--- config.mk ---
export PLATFORM = sky130hd
export DESIGN_NAME = user_event_snapshot_flat
export DESIGN_NICKNAME = d
export VERILOG_FILES = /design/src/rtl/user_status_pkg.sv /design/src/rtl/user_event_snapshot_if.sv /design/src/rtl/user_event_snapshot_sat_counter.sv /design/src/rtl/user_event_snapshot.sv /design/src/flat_wrapper.sv
export SDC_FILE = /design/constraint.sdc
export NUM_CORES = 1
export LEC_CHECK = 0
export ABC_AREA = 1
export BUFFER_PORTS_ARGS = -buffer_cell sky130_fd_sc_hd__buf_2
export CAP_MARGIN = 20
export CORE_MARGIN = 2
export CORE_UTILIZATION = 60
export DETAILED_ROUTE_END_ITERATION = 8
export PLACE_DENSITY = 0.83
export SKIP_CTS_REPAIR_TIMING = 1
export SLEW_MARGIN = 20
export SYNTH_ARGS = -nofsm -noshare
export SYNTH_HDL_FRONTEND = slang
export SYNTH_SLANG_ARGS = --single-unit
--- constraint.sdc ---
create_clock -name user_clk -period 4.37 [get_ports user_clk]
set_input_delay 0.6555 -clock user_clk [delete_from_list [all_inputs] [get_ports user_clk]]
set_output_delay 0.6555 -clock user_clk [all_outputs]
set_load 0.02 [all_outputs]
--- src/rtl/user_status_pkg.sv ---
// Shared definitions for the user-clock status counters feeding OPB status registers.
package user_status_pkg;

  localparam int STATUS_DW = 32;

  typedef enum logic {
    ST_IDLE = 1'b0,
    ST_HOLD = 1'b1
  } snap_state_t;

  // Tag field fills whatever the counter and the ovf bit leave of the 32-bit word.
  function automatic int TAG_W(input int cnt_width);
    return 31 - cnt_width;
  endfunction

endpackage

--- src/rtl/user_event_snapshot_if.sv ---
// Event/snapshot control and status word between user logic and the snapshot block.
interface user_event_snapshot_if;
  import user_status_pkg::*;

  logic                 event_in;
  logic                 event_en;
  logic                 snap_req;
  logic                 clr;
  logic [STATUS_DW-1:0] user_data_out;
  logic                 snap_busy;
  logic                 snap_done;

  modport master (
    output event_in, event_en, snap_req, clr,
    input  user_data_out, snap_busy, snap_done
  );

  modport slave (
    input  event_in, event_en, snap_req, clr,
    output user_data_out, snap_busy, snap_done
  );

endinterface

--- src/rtl/user_event_snapshot_sat_counter.sv ---
// Saturating up-counter with sticky overflow; shared by the user-domain status counters.
module sat_counter #(
  parameter int WIDTH = 24
) (
  input  logic             clk,
  input  logic             rst,
  input  logic             inc,
  input  logic             clr,
  input  logic             reload,
  output logic [WIDTH-1:0] count,
  output logic             ovf
);

  logic at_max;

  assign at_max = &count;

  // clr and reload both restart from zero; reload is the capture-driven restart.
  always_ff @(posedge clk) begin
    if (rst || clr || reload) begin
      count <= '0;
      ovf   <= 1'b0;
    end else if (inc) begin
      if (at_max) begin
        ovf <= 1'b1;
      end else begin
        count <= count + WIDTH'(1);
      end
    end
  end

endmodule

--- src/rtl/user_event_snapshot.sv ---
// Event counter with a held-stable, tagged 32-bit snapshot word for a CDC status register.
//   state   | meaning
//   ST_IDLE | word stable, waiting for snap_req
//   ST_HOLD | word just updated, must stay unchanged for HOLD_CYCLES cycles
module user_event_snapshot
  import user_status_pkg::*;
#(
  parameter int CNT_WIDTH   = 24,
  parameter int HOLD_CYCLES = 8,
  parameter bit CLR_ON_SNAP = 1'b0
) (
  input  logic                  user_clk,
  input  logic                  user_rst,
  user_event_snapshot_if.slave  bus
);

  localparam int                TW        = TAG_W(CNT_WIDTH);
  localparam int                HW        = $clog2(HOLD_CYCLES);
  localparam logic [HW-1:0]     HOLD_LOAD = HW'(HOLD_CYCLES - 1);

  snap_state_t          state;
  snap_state_t          state_nxt;
  logic                 capture;
  logic [HW-1:0]        hold_cnt;
  logic                 pending;
  logic [TW-1:0]        tag;
  logic [CNT_WIDTH-1:0] snap_cnt;
  logic                 word_ovf;
  logic                 snap_done;
  logic                 snap_busy;

  logic                 ev;
  logic [CNT_WIDTH-1:0] live_cnt;
  logic                 live_ovf;
  logic [CNT_WIDTH-1:0] cnt_nxt;
  logic                 ovf_nxt;

  assign ev = bus.event_in & bus.event_en;

  sat_counter #(
    .WIDTH (CNT_WIDTH)
  ) u_cnt (
    .clk    (user_clk),
    .rst    (user_rst),
    .inc    (ev),
    .clr    (bus.clr),
    .reload (capture && CLR_ON_SNAP),
    .count  (live_cnt),
    .ovf    (live_ovf)
  );

  // Pre-clear next value, so a capture includes an event (and an overflow) in its own cycle.
  always_comb begin
    cnt_nxt = live_cnt;
    ovf_nxt = live_ovf;
    if (ev) begin
      if (&live_cnt) begin
        ovf_nxt = 1'b1;
      end else begin
        cnt_nxt = live_cnt + CNT_WIDTH'(1);
      end
    end
  end

  always_ff @(posedge user_clk) begin
    if (user_rst) begin
      state <= ST_IDLE;
    end else begin
      state <= state_nxt;
    end
  end

  always_comb begin
    state_nxt = state;
    capture   = 1'b0;
    case (state)
      ST_IDLE: begin
        if (bus.snap_req) begin
          capture   = 1'b1;
          state_nxt = ST_HOLD;
        end
      end
      ST_HOLD: begin
        if (hold_cnt == '0) begin
          if (pending || bus.snap_req) begin
            capture = 1'b1;
          end else begin
            state_nxt = ST_IDLE;
          end
        end
      end
      default: state_nxt = ST_IDLE;
    endcase
  end

  always_ff @(posedge user_clk) begin
    if (user_rst) begin
      hold_cnt  <= '0;
      pending   <= 1'b0;
      tag       <= '0;
      snap_cnt  <= '0;
      word_ovf  <= 1'b0;
      snap_done <= 1'b0;
      snap_busy <= 1'b0;
    end else begin
      snap_done <= capture;
      snap_busy <= (state_nxt == ST_HOLD);

      if (capture) begin
        hold_cnt <= HOLD_LOAD;
        tag      <= tag + TW'(1);
        snap_cnt <= cnt_nxt;
        word_ovf <= ovf_nxt;
      end else if (state == ST_HOLD) begin
        hold_cnt <= hold_cnt - HW'(1);
      end

      // One-deep: any number of requests inside the window yield a single follow-up word.
      if (capture) begin
        pending <= 1'b0;
      end else if (state == ST_HOLD && bus.snap_req) begin
        pending <= 1'b1;
      end
    end
  end

  assign bus.user_data_out = {word_ovf, tag, snap_cnt};
  assign bus.snap_busy     = snap_busy;
  assign bus.snap_done     = snap_done;

endmodule
--- src/flat_wrapper.sv ---
// flat-port wrapper written by rule: the top's interface ports become plain ports
module user_event_snapshot_flat import user_status_pkg::*;
#(
  parameter int CNT_WIDTH   = 24,
  parameter int HOLD_CYCLES = 8,
  parameter bit CLR_ON_SNAP = 1'b0
)
  (user_clk, user_rst, bus_event_in, bus_event_en, bus_snap_req, bus_clr, bus_user_data_out, bus_snap_busy, bus_snap_done);
  user_event_snapshot_if bus_i ();
  input  logic user_clk;
  input  logic user_rst;
  input wire logic [$bits(bus_i.event_in)-1:0] bus_event_in;
  input wire logic [$bits(bus_i.event_en)-1:0] bus_event_en;
  input wire logic [$bits(bus_i.snap_req)-1:0] bus_snap_req;
  input wire logic [$bits(bus_i.clr)-1:0] bus_clr;
  output wire logic [$bits(bus_i.user_data_out)-1:0] bus_user_data_out;
  output wire logic [$bits(bus_i.snap_busy)-1:0] bus_snap_busy;
  output wire logic [$bits(bus_i.snap_done)-1:0] bus_snap_done;
  assign bus_i.event_in = bus_event_in;
  assign bus_i.event_en = bus_event_en;
  assign bus_i.snap_req = bus_snap_req;
  assign bus_i.clr = bus_clr;
  assign bus_user_data_out = bus_i.user_data_out;
  assign bus_snap_busy = bus_i.snap_busy;
  assign bus_snap_done = bus_i.snap_done;
  user_event_snapshot #(.CNT_WIDTH(CNT_WIDTH), .HOLD_CYCLES(HOLD_CYCLES), .CLR_ON_SNAP(CLR_ON_SNAP)) u_core (.user_clk(user_clk), .user_rst(user_rst), .bus(bus_i));
endmodule
# Word-level counts from Yosys, hierarchy flattened
# Cells that the tools add are included.
[totals] reg_bits=63 latchBits=0 ramBits=0 mem_bits_ro=0 input_bits=6 output_inout_bits=34 n_memories=0
[classes] n_addsub=3 multipliers=0 n_div=0 magnitude_cmp=0 eq_ne=0 shift=0 muxes=12 bitwise=2 n_reduce_logical=7
[op_table] op="2-to-1 mux 24 bit" count=2
[op_table] op="adder 24 x 1 -> 24 bit, second input constant" count=1
[op_table] op="AND reduction 24 bit" count=1
[op_table] op="adder 7 x 1 -> 7 bit, second input constant" count=1
[op_table] op="2-to-1 mux 1 bit" count=6
[op_table] op="2-to-1 mux 3 bit" count=2
[op_table] op="case mux 1 bit (2 select lines)" count=2
[op_table] op="zero test 3 bit" count=1
[op_table] op="subtractor 3 x 1 -> 3 bit, second input constant" count=1
[op_table] op="logical OR 1 bit" count=2
[op_table] op="nonzero test 2 bit" count=1
[op_table] op="OR reduction 2 bit" count=1
[op_table] op="AND 1 bit" count=1
[op_table] op="logical AND 1 bit" count=1
[op_table] op="NOT 1 bit" count=1

# Longest topological paths before layout
# Gate-level depths: netlist of run 1.
[depth] word_depth=5 depth_mapped=12 depth_no_buf=11

# Hierarchy
# From an unflattened synthesis of run 1, not the netlist that was laid out.
[hier_totals] hier_cells=599 area_unflattened_um2=3813.7
[by_module_without_submodules] mod="user_event_snapshot" n_inst=1 cells_per_inst=353 area_per_inst_um2=2263.4 seq_area_each_um2=760.7
[by_module_without_submodules] mod="sat_counter" n_inst=1 cells_per_inst=246 area_per_inst_um2=1550.2 seq_area_each_um2=500.5

# Worst setup path after synthesis of run 1
# Ideal clock, no wire load.
[synth_timing] path_kind="input to register" startpoint="input port bus_snap_req" endpoint="register u_core.snap_cnt[9]" setup_ns=0.069 t_arrival_ns=1.589 required_time_ns=4.301 slack_ns=2.712 path_stages=8 n_path_buf=1 cell_sequence="nor2_1 inv_1 nand3_2 nand2_1 clkinv_1 buf_2 nand2_1 o21ai_1"
[synth_via] elab_chain_cells=4
[synth_rtl] element="from (decl)" line_no="flat_wrapper.sv:14" text="input wire logic [$bits(bus_i.snap_req)-1:0] bus_snap_req;"
[synth_rtl] element="logical OR 1 bit" line_no="user_event_snapshot.sv:85" text="if (pending || bus.snap_req) begin"
[synth_rtl] element="2-to-1 mux 1 bit" line_no="user_event_snapshot.sv:85"
[synth_rtl] element="2-to-1 mux 1 bit" line_no="user_event_snapshot.sv:84" text="if (hold_cnt == '0) begin"
[synth_rtl] element="case mux 1 bit (2 select lines) *" line_no="user_event_snapshot.sv:76" text="case (state)"
[synth_rtl] element="to (signal assigned)" line_no="user_event_snapshot.sv:112" text="snap_cnt <= cnt_nxt;"
[synth_rtl] element="to (decl)" line_no="user_event_snapshot.sv:27" text="logic [CNT_WIDTH-1:0] snap_cnt;"
# Mark *: on every way between the ends. The rest lies on a longest branch, timed or not.
# A chain may end at the register's enable or synchronous reset.

# Worst setup path in the final report of run 1
[layout_timing] startpoint="register u_core.hold_cnt[0]" endpoint="register u_core.tag[1]"
[layout_via] elab_chain_cells=3
[layout_rtl] element="from (decl)" line_no="user_event_snapshot.sv:24" text="logic [HW-1:0] hold_cnt;"
[layout_rtl] element="from (signal assigned)" line_no="user_event_snapshot.sv:115" text="hold_cnt <= hold_cnt - HW'(1);"
[layout_rtl] element="zero test 3 bit" line_no="user_event_snapshot.sv:84"
[layout_rtl] element="2-to-1 mux 1 bit" line_no="user_event_snapshot.sv:84"
[layout_rtl] element="case mux 1 bit (2 select lines)" line_no="user_event_snapshot.sv:76"
[layout_rtl] element="to (signal assigned)" line_no="user_event_snapshot.sv:111" text="tag <= tag + TW'(1);"
[layout_rtl] element="to (decl)" line_no="user_event_snapshot.sv:26" text="logic [TW-1:0] tag;"
# No other way between the ends.

==> results.py, run 1 <==
metrics = {
    "run_status": {
        "status": "complete, no violations",
    },
    "yosys": {
        "synth_area_um2": 3040,
        "syn-num-nets": 456,
        "synthTopCellsByArea": "dfxtp_1 (41%), nand2_1 (20%), inv_1 (5.3%)",
        "yosys_warnings": 0,
        "synth_cells": 446,
        "synth_seq_cells": 63,
        "syn_area_per_cell_um2": 6.817,
        "yosys.area.top_type": "dfxtp_1",
        "synth_edf_count": 0,
        "synth_ff_type": "dfxtp_1",
        "ys_types": 35,
        "yosysSeqAreaShare_pct": 41.48,
        "async_flop_share_pct": 0,
        "synth_top_area_share_pct": 41.48,
    },
    "pwr": {
        "netSwitchingPower_uw": 282.7,
        "leakage_uw": 0.001559,
        "power_density_nw_per_um2": 341.0,
        "pwr-share-seq_pct": 50.3,
        "internal-power_uw": 896.9,
        "ir_drop_mv": 0.3294,
        "swShare_pct": 23.97,
        "pwr-share-comb_pct": 6.7,
        "power_frac_clock_pct": 43.0,
    },
    "finish": {
        "area_growth_pct": 13.79,
        "final_common_cell": "nand2_1",
        "nNetsFinal": 496,
        "drive_above_1_share_pct": 17.14,
        "diodes": 0,
        "instances_no_fill": 557,
        "final_cell_mix": "nand2_1 (166), dfxtp_1 (63), inv_1 (43), nor2_1 (43), buf_2 (39)",
        "n_fill_cell": 423,
    },
    "worst_setup_path": {
        "crit_fanout": 27,
        "cp.required_ns": 4.61,
        "crit_top_cell": "nand2_1",
        "cp_num_buf_inv": 2,
        "cp_top_family": "buffers and inverters",
        "r2r_cells": 8,
        "crit_chain": "inv_1 > ha_1 > nand2_1 > nand2_1 > nand3_2 > nand2_1 > clkinv_1 > a22o_1",
        "cp-end-kind": "flop",
        "start_kind": "flop",
        "cp.depth": 8,
        "slowest_stage": "clkinv_1",
        "path_class": "reg -> reg",
        "crit_path_max_incr_delay_ns": 0.64,
        "arrival_ns": 2.42,
    },
    "timing": {
        "period_needed_ns": 2.181,
        "hold_viol": 0,
        "finClkSkew_ns": 0.008479,
        "holdWs_ns": 0.4474,
        "fmax_mhz": 458.6,
        "fin_ws_ns": 2.189,
        "layout_worst_path_cycle_share_pct": 49.90,
        "final-setup-viol-count": 0,
        "relSlewSlack_pct": 42.50,
        "finalSetupTns_ns": 0,
        "tightest_slew_ns": 0.8593,
        "rsz0062_at_grt": "no",
        "slew_violations": 0,
    },
    "die": {
        "start_util_pct": 63.12,
        "dieWidth_um": 75.19,
        "rows": 25,
        "fp.dieArea_um2": 5653,
        "ioPinCount": 40,
        "core_um2": 4817,
        "chipHeight_um": 75.19,
    },
    "grt": {
        "grt_pass1_vias": 2574,
        "gr-usage-all-layers_pct": 25.87,
        "grt_max_degree": 28,
        "antenna_found_initial": 0,
        "grt_pass1_wl_um": 11050,
        "grt_overflow": 0,
    },
    "routing": {
        "drtPass1Iterations": 5,
        "drt_wl_total_um": 6735,
        "drt-wirelength-per-cell_um": 12.09,
        "avgViaCountPerCell": 5.194,
        "num_vias": 2893,
        "first_iter_violations": 167,
        "drcViolationCount": 0,
        "drtAntennaViolNets": 0,
    },
    "placed_design": {
        "portBuffers": 39,
        "hpwl_um": 4766,
        "post-place-cells": 542,
        "place_ws_ns": 1.959,
        "gp_congestion": 0.9698,
    },
    "cts": {
        "clk_pin_slew_ns": 0.07,
        "tritoncts": "yes",
        "numClockSinks": 63,
        "cts_buffers": 9,
        "clockBufferDepth": 2,
        "htree_levels": 3,
        "clk_latency_ns": 0.34,
        "clock-root-buffer": "clkbuf_8",
    },
    "worst_hold_path": {
        "holdPathStages": 2,
        "hold_class": "reg -> reg",
    },
    "run": {
        "cap_violations": 0,
    },
}
-- final cells by class --
| cell class | instances | area, µm² | area share [%] |
|---|---|---|---|
| timing repair buffer | 40 | 202.7 | 5.859 |
| tap | 67 | 83.83 | 2.423 |
| sequential | 63 | 1261 | 36.46 |
| clock inverter | 3 | 42.54 | 1.230 |
| clock buffer | 12 | 155.1 | 4.485 |
| inverter | 48 | 180.2 | 5.208 |
| multi-input combinational | 324 | 1534 | 44.34 |
-- worst min-delay path, stage by stage, from the launching register on --
cell     delay (ns)
dfxtp_1        0.31
nand2_1        0.06
nand2_1        0.04
-- worst paths after layout --
path | startpoint | end | slack [ns]
worst max register to register | u_core.hold_cnt[0] | u_core.tag[1] | 2.19
worst min-delay path | u_core.snap_cnt[18] | u_core.snap_cnt[18] | 0.45
worst max-delay path | u_core.hold_cnt[0] | u_core.tag[1] | 2.19
worst min register to register | u_core.snap_cnt[18] | u_core.snap_cnt[18] | 0.45
-- registers in the layout (all words and copies together), names as in the netlist --
register / cells
u_core.bus.snap_busy: 1
u_core.bus.snap_done: 1
u_core.hold_cnt: 3
u_core.pending: 1
u_core.snap_cnt: 24
u_core.tag: 7
u_core.u_cnt.count: 24
u_core.u_cnt.ovf: 1
u_core.word_ovf: 1
-- cell usage after synthesis (4+ instances only) --
| cell | n |
|---|---|
| nand2_1 | 166 |
| dfxtp_1 | 63 |
| inv_1 | 43 |
| nor2_1 | 43 |
| nand3_1 | 26 |
| a21oi_1 | 19 |
| o21ai_0 | 10 |
| nand4_1 | 9 |
| nand2_2 | 5 |
| nand3_2 | 5 |
| nor2_4 | 5 |
| o21ai_1 | 5 |
| buf_2 | 4 |
| clkbuf_1 | 4 |
| ha_1 | 4 |
| nor3_1 | 4 |
-- power groups by stage --
stage | Sequential (µW) | Clock, µW | Combinational, µW
after floorplan | 610 | 0 | 49.3
final | 593 | 508 | 79.1
after CTS | 592 | 515 | 78.7
after global routing | 594 | 538 | 86.4
after detailed placement | 605 | 0 | 76.0
after global placement | 605 | 0 | 72.3
-- per-layer routing --
| metal | track usage, % | share of wire, % | vias to the layer above |
|---|---|---|---|
| met2 | 44.93 | 48 | 70 |
| li1 | - | - | 1480 |
| met3 | 9.237 | 5.0 | 16 |
| met1 | 29.82 | 45 | 1327 |
| met5 | 0 | 0 | - |
| met4 | 8.187 | 1.9 | 0 |
-- kinds of logic (layout without fill, tap and decap cells) --
logic type      count (synthesis)  in the layout  share of synthesized area (%)
xor+xnor                        4              4                          1.152
buf+inv                        59            103                          8.066
simple gates                  276            276                          40.49
fa+ha+maj                       4              4                          1.646
compound gates                 40             40                          7.161
flops                          63             63                          41.48
-- metrics by stage --
stage	total power (µW)	utilization [%]	area, µm²
floorplan	659.2	-	3040
global placement	677.0	67.71	3262
detailed placement	681.1	67.71	3262
CTS	1187	71.82	3460
global route	1218	71.82	3460
finish	1180	71.82	3460
Note: power is estimated with default switching activity, not from simulation.
==> run 2, diff against run 1 <==
--- a/config.mk
+++ b/config.mk
@@ -9,9 +9,9 @@
 export BUFFER_PORTS_ARGS = -buffer_cell sky130_fd_sc_hd__buf_2
 export CAP_MARGIN = 20
 export CORE_MARGIN = 2
-export CORE_UTILIZATION = 60
+export CORE_UTILIZATION = 52
 export DETAILED_ROUTE_END_ITERATION = 8
-export PLACE_DENSITY = 0.83
+export PLACE_DENSITY = 0.77
 export SKIP_CTS_REPAIR_TIMING = 1
 export SLEW_MARGIN = 20
 export SYNTH_ARGS = -nofsm -noshare
==> constraint.sdc (replaced) <==
create_clock -name user_clk -period 1.9 [get_ports user_clk]
set_input_delay 0.285 -clock user_clk [delete_from_list [all_inputs] [get_ports user_clk]]
set_output_delay 0.285 -clock user_clk [all_outputs]
set_load 0.02 [all_outputs]
==> run 2 against run 1 <==
Non-clock buffer count increased by 6. Sequential cell count unchanged. First-iteration DRC count grew 11%. Register-to-register slack got worse by 2.0 ns. Setup slack got worse by 2.0 ns. Core utilization is 8.1 points lower. Routed wire length grew 3.3%. Clock skew up 0.0023 ns. Critical path type unchanged. Largest power group unchanged.
==> results.py, run 2 (synthesis results as in run 1) <==
metrics = {
    "run_status": {
        "status": "complete, no violations",
    },
    "routing": {
        "drtAntennaViolNets": 0,
        "drt_wl_total_um": 6957,
        "drt-wirelength-per-cell_um": 12.23,
        "num_vias": 2863,
        "drtPass1Iterations": 4,
        "first_iter_violations": 186,
        "drcViolationCount": 0,
        "avgViaCountPerCell": 5.032,
    },
    "run": {
        "cap_violations": 0,
    },
    "worst_setup_path": {
        "crit_path_max_incr_delay_ns": 0.38,
        "crit_chain": "ha_1 > nand2_1 > nor2_4 > nand3_2 > nor2_2 > nor2_2 > nand2_1 > nand2_1 > nand2_1 > nand2_1 > nand2_1",
        "arrival_ns": 1.99,
        "path_class": "reg -> reg",
        "start_kind": "flop",
        "crit-reg2reg-capture": "u_core.snap_cnt[19]",
        "r2r-start": "u_core.u_cnt.count[0]",
        "cp_top_family": "simple AND/OR/NAND/NOR gates",
        "cp_num_buf_inv": 0,
        "cp-end-kind": "flop",
        "cp.required_ns": 2.15,
        "crit_top_cell": "nand2_1",
        "r2r_cells": 11,
        "slowest_stage": "nor2_2",
        "crit_fanout": 11,
        "r2r_slack_ns": 0.16,
    },
    "die": {
        "rows": 27,
        "ioPinCount": 40,
        "dieWidth_um": 80.47,
        "fp.dieArea_um2": 6475,
        "start_util_pct": 54.55,
        "chipHeight_um": 80.47,
        "core_um2": 5574,
    },
    "timing": {
        "fmax_mhz": 575.5,
        "final-setup-viol-count": 0,
        "rsz0062_at_grt": "no",
        "layout_worst_path_cycle_share_pct": 91.45,
        "hold_viol": 0,
        "holdWs_ns": 0.1907,
        "finClkSkew_ns": 0.01074,
        "tightest_slew_ns": 0.5174,
        "relSlewSlack_pct": 65.50,
        "period_needed_ns": 1.738,
        "slew_violations": 0,
    },
    "finish": {
        "largestRegisters": "u_core.snap_cnt x24, u_core.u_cnt.count x24, u_core.tag x7",
        "final_common_cell": "nand2_1",
        "regArea_um2": 1261,
        "nNetsFinal": 502,
        "multi_input_area_um2": 1536,
        "area_growth_pct": 16.75,
        "drive_above_1_share_pct": 18.71,
        "n_fill_cell": 542,
        "diodes": 0,
        "instances_no_fill": 569,
        "final_cell_mix": "nand2_1 (166), dfxtp_1 (63), inv_1 (43)",
    },
    "cts": {
        "clk_latency_ns": 0.35,
        "cts_buffers": 9,
        "numClockSinks": 63,
        "tritoncts": "yes",
        "clk_pin_slew_ns": 0.07,
        "clockBufferDepth": 2,
        "clock-root-buffer": "clkbuf_8",
        "htree_levels": 3,
    },
    "grt": {
        "grt_pass1_wl_um": 11790,
        "gr-usage-all-layers_pct": 23.46,
        "grt_pass1_vias": 2677,
        "antenna_found_initial": 0,
        "met1_usage_pct": 28.57,
        "grt_max_degree": 28,
        "grtUsageMet2_pct": 39.92,
        "grt_overflow": 0,
        "grt_util_met3_pct": 4.270,
        "top_usage_layer": "met2",
    },
    "worst_hold_path": {
        "hold_start": "user_rst",
        "hold_class": "in -> reg",
        "holdPathStages": 2,
        "worstHoldEndpoint": "u_core.hold_cnt[2]",
    },
    "placed_design": {
        "portBuffers": 39,
        "gp_congestion": 0.9403,
        "post-place-cells": 553,
        "hpwl_um": 5018,
    },
    "pwr": {
        "leakage_uw": 0.001599,
        "power_density_nw_per_um2": 806.3,
        "ir_drop_mv": 0.8543,
    },
}
run 2: changes by cell type in the layout (fill, tap and decap cells not counted):
cell        previous run  this run
buf_12                 0         1
buf_4                  1         6
bufinv_16              1         2
clkbuf_1               1         0
clkbuf_8              11         9
clkinv_4               0         2
clkinvlp_4             1         2
nor2_1                43        42
nor2_2                 3         4
run 2: final cells by class:
cell class	count	area share, %
multi-input cells	324	43.29
clock inverters	7	2.749
clock buffers	9	3.490
flip-flops and latches	63	35.53
inverters	48	5.076
well taps	72	2.538
repair buffers	46	7.332
run 2: worst register-to-register path, stage by stage (launching register included):
cell     delay [ns]
dfxtp_1        0.34
ha_1           0.24
nand2_1        0.12
nor2_4         0.05
nand3_2        0.09
nor2_2         0.06
nor2_2         0.38
nand2_1        0.11
nand2_1        0.10
nand2_1        0.06
nand2_1        0.06
nand2_1        0.04
run 2: power breakdown:
part | switching, µW | leakage [µW] | internal (µW) | total, µW
Clock | 567 | 0.000105 | 740 | 1310
Combinational | 131 | 0.000985 | 62.3 | 193
Sequential | 17.6 | 0.000509 | 1340 | 1360
run 2: per-layer routing:
layer / part of all wire [%] / routed length (µm)
met2: 46 / 3218
met5: 0 / 0
met4: 1.8 / 124
met3: 5.7 / 397
met1: 46 / 3217
run 2: per-stage QoR:
step	cell area [µm²]	setup TNS, ns	utilization [%]	worst slack [ns]	power (µW)
finish	3550	0	63.68	0.1624	2862
detailed placement	3326	-0.1628	59.66	-0.05741	1583
CTS	3547	-0.2176	63.64	-0.06447	2880
global route	3550	0	63.68	0.001670	2958
global placement	3326	0	59.66	0.01003	1576
floorplan	3040	0	-	0.3716	1516
run 2: how the worst max path moves through the flow:
stage                                      from                  end  slack, ns  cells past startpoint
after floorplan           u_core.u_cnt.count[0]  u_core.snap_cnt[10]       0.37                     10
after global placement    u_core.u_cnt.count[0]  u_core.snap_cnt[11]       0.01                      9
after detailed placement  u_core.u_cnt.count[0]  u_core.snap_cnt[19]      -0.06                     11
after CTS                 u_core.u_cnt.count[0]  u_core.snap_cnt[19]      -0.06                     11
after global routing      u_core.u_cnt.count[0]  u_core.snap_cnt[18]      0.002                     10
final                     u_core.u_cnt.count[0]  u_core.snap_cnt[19]       0.16                     11
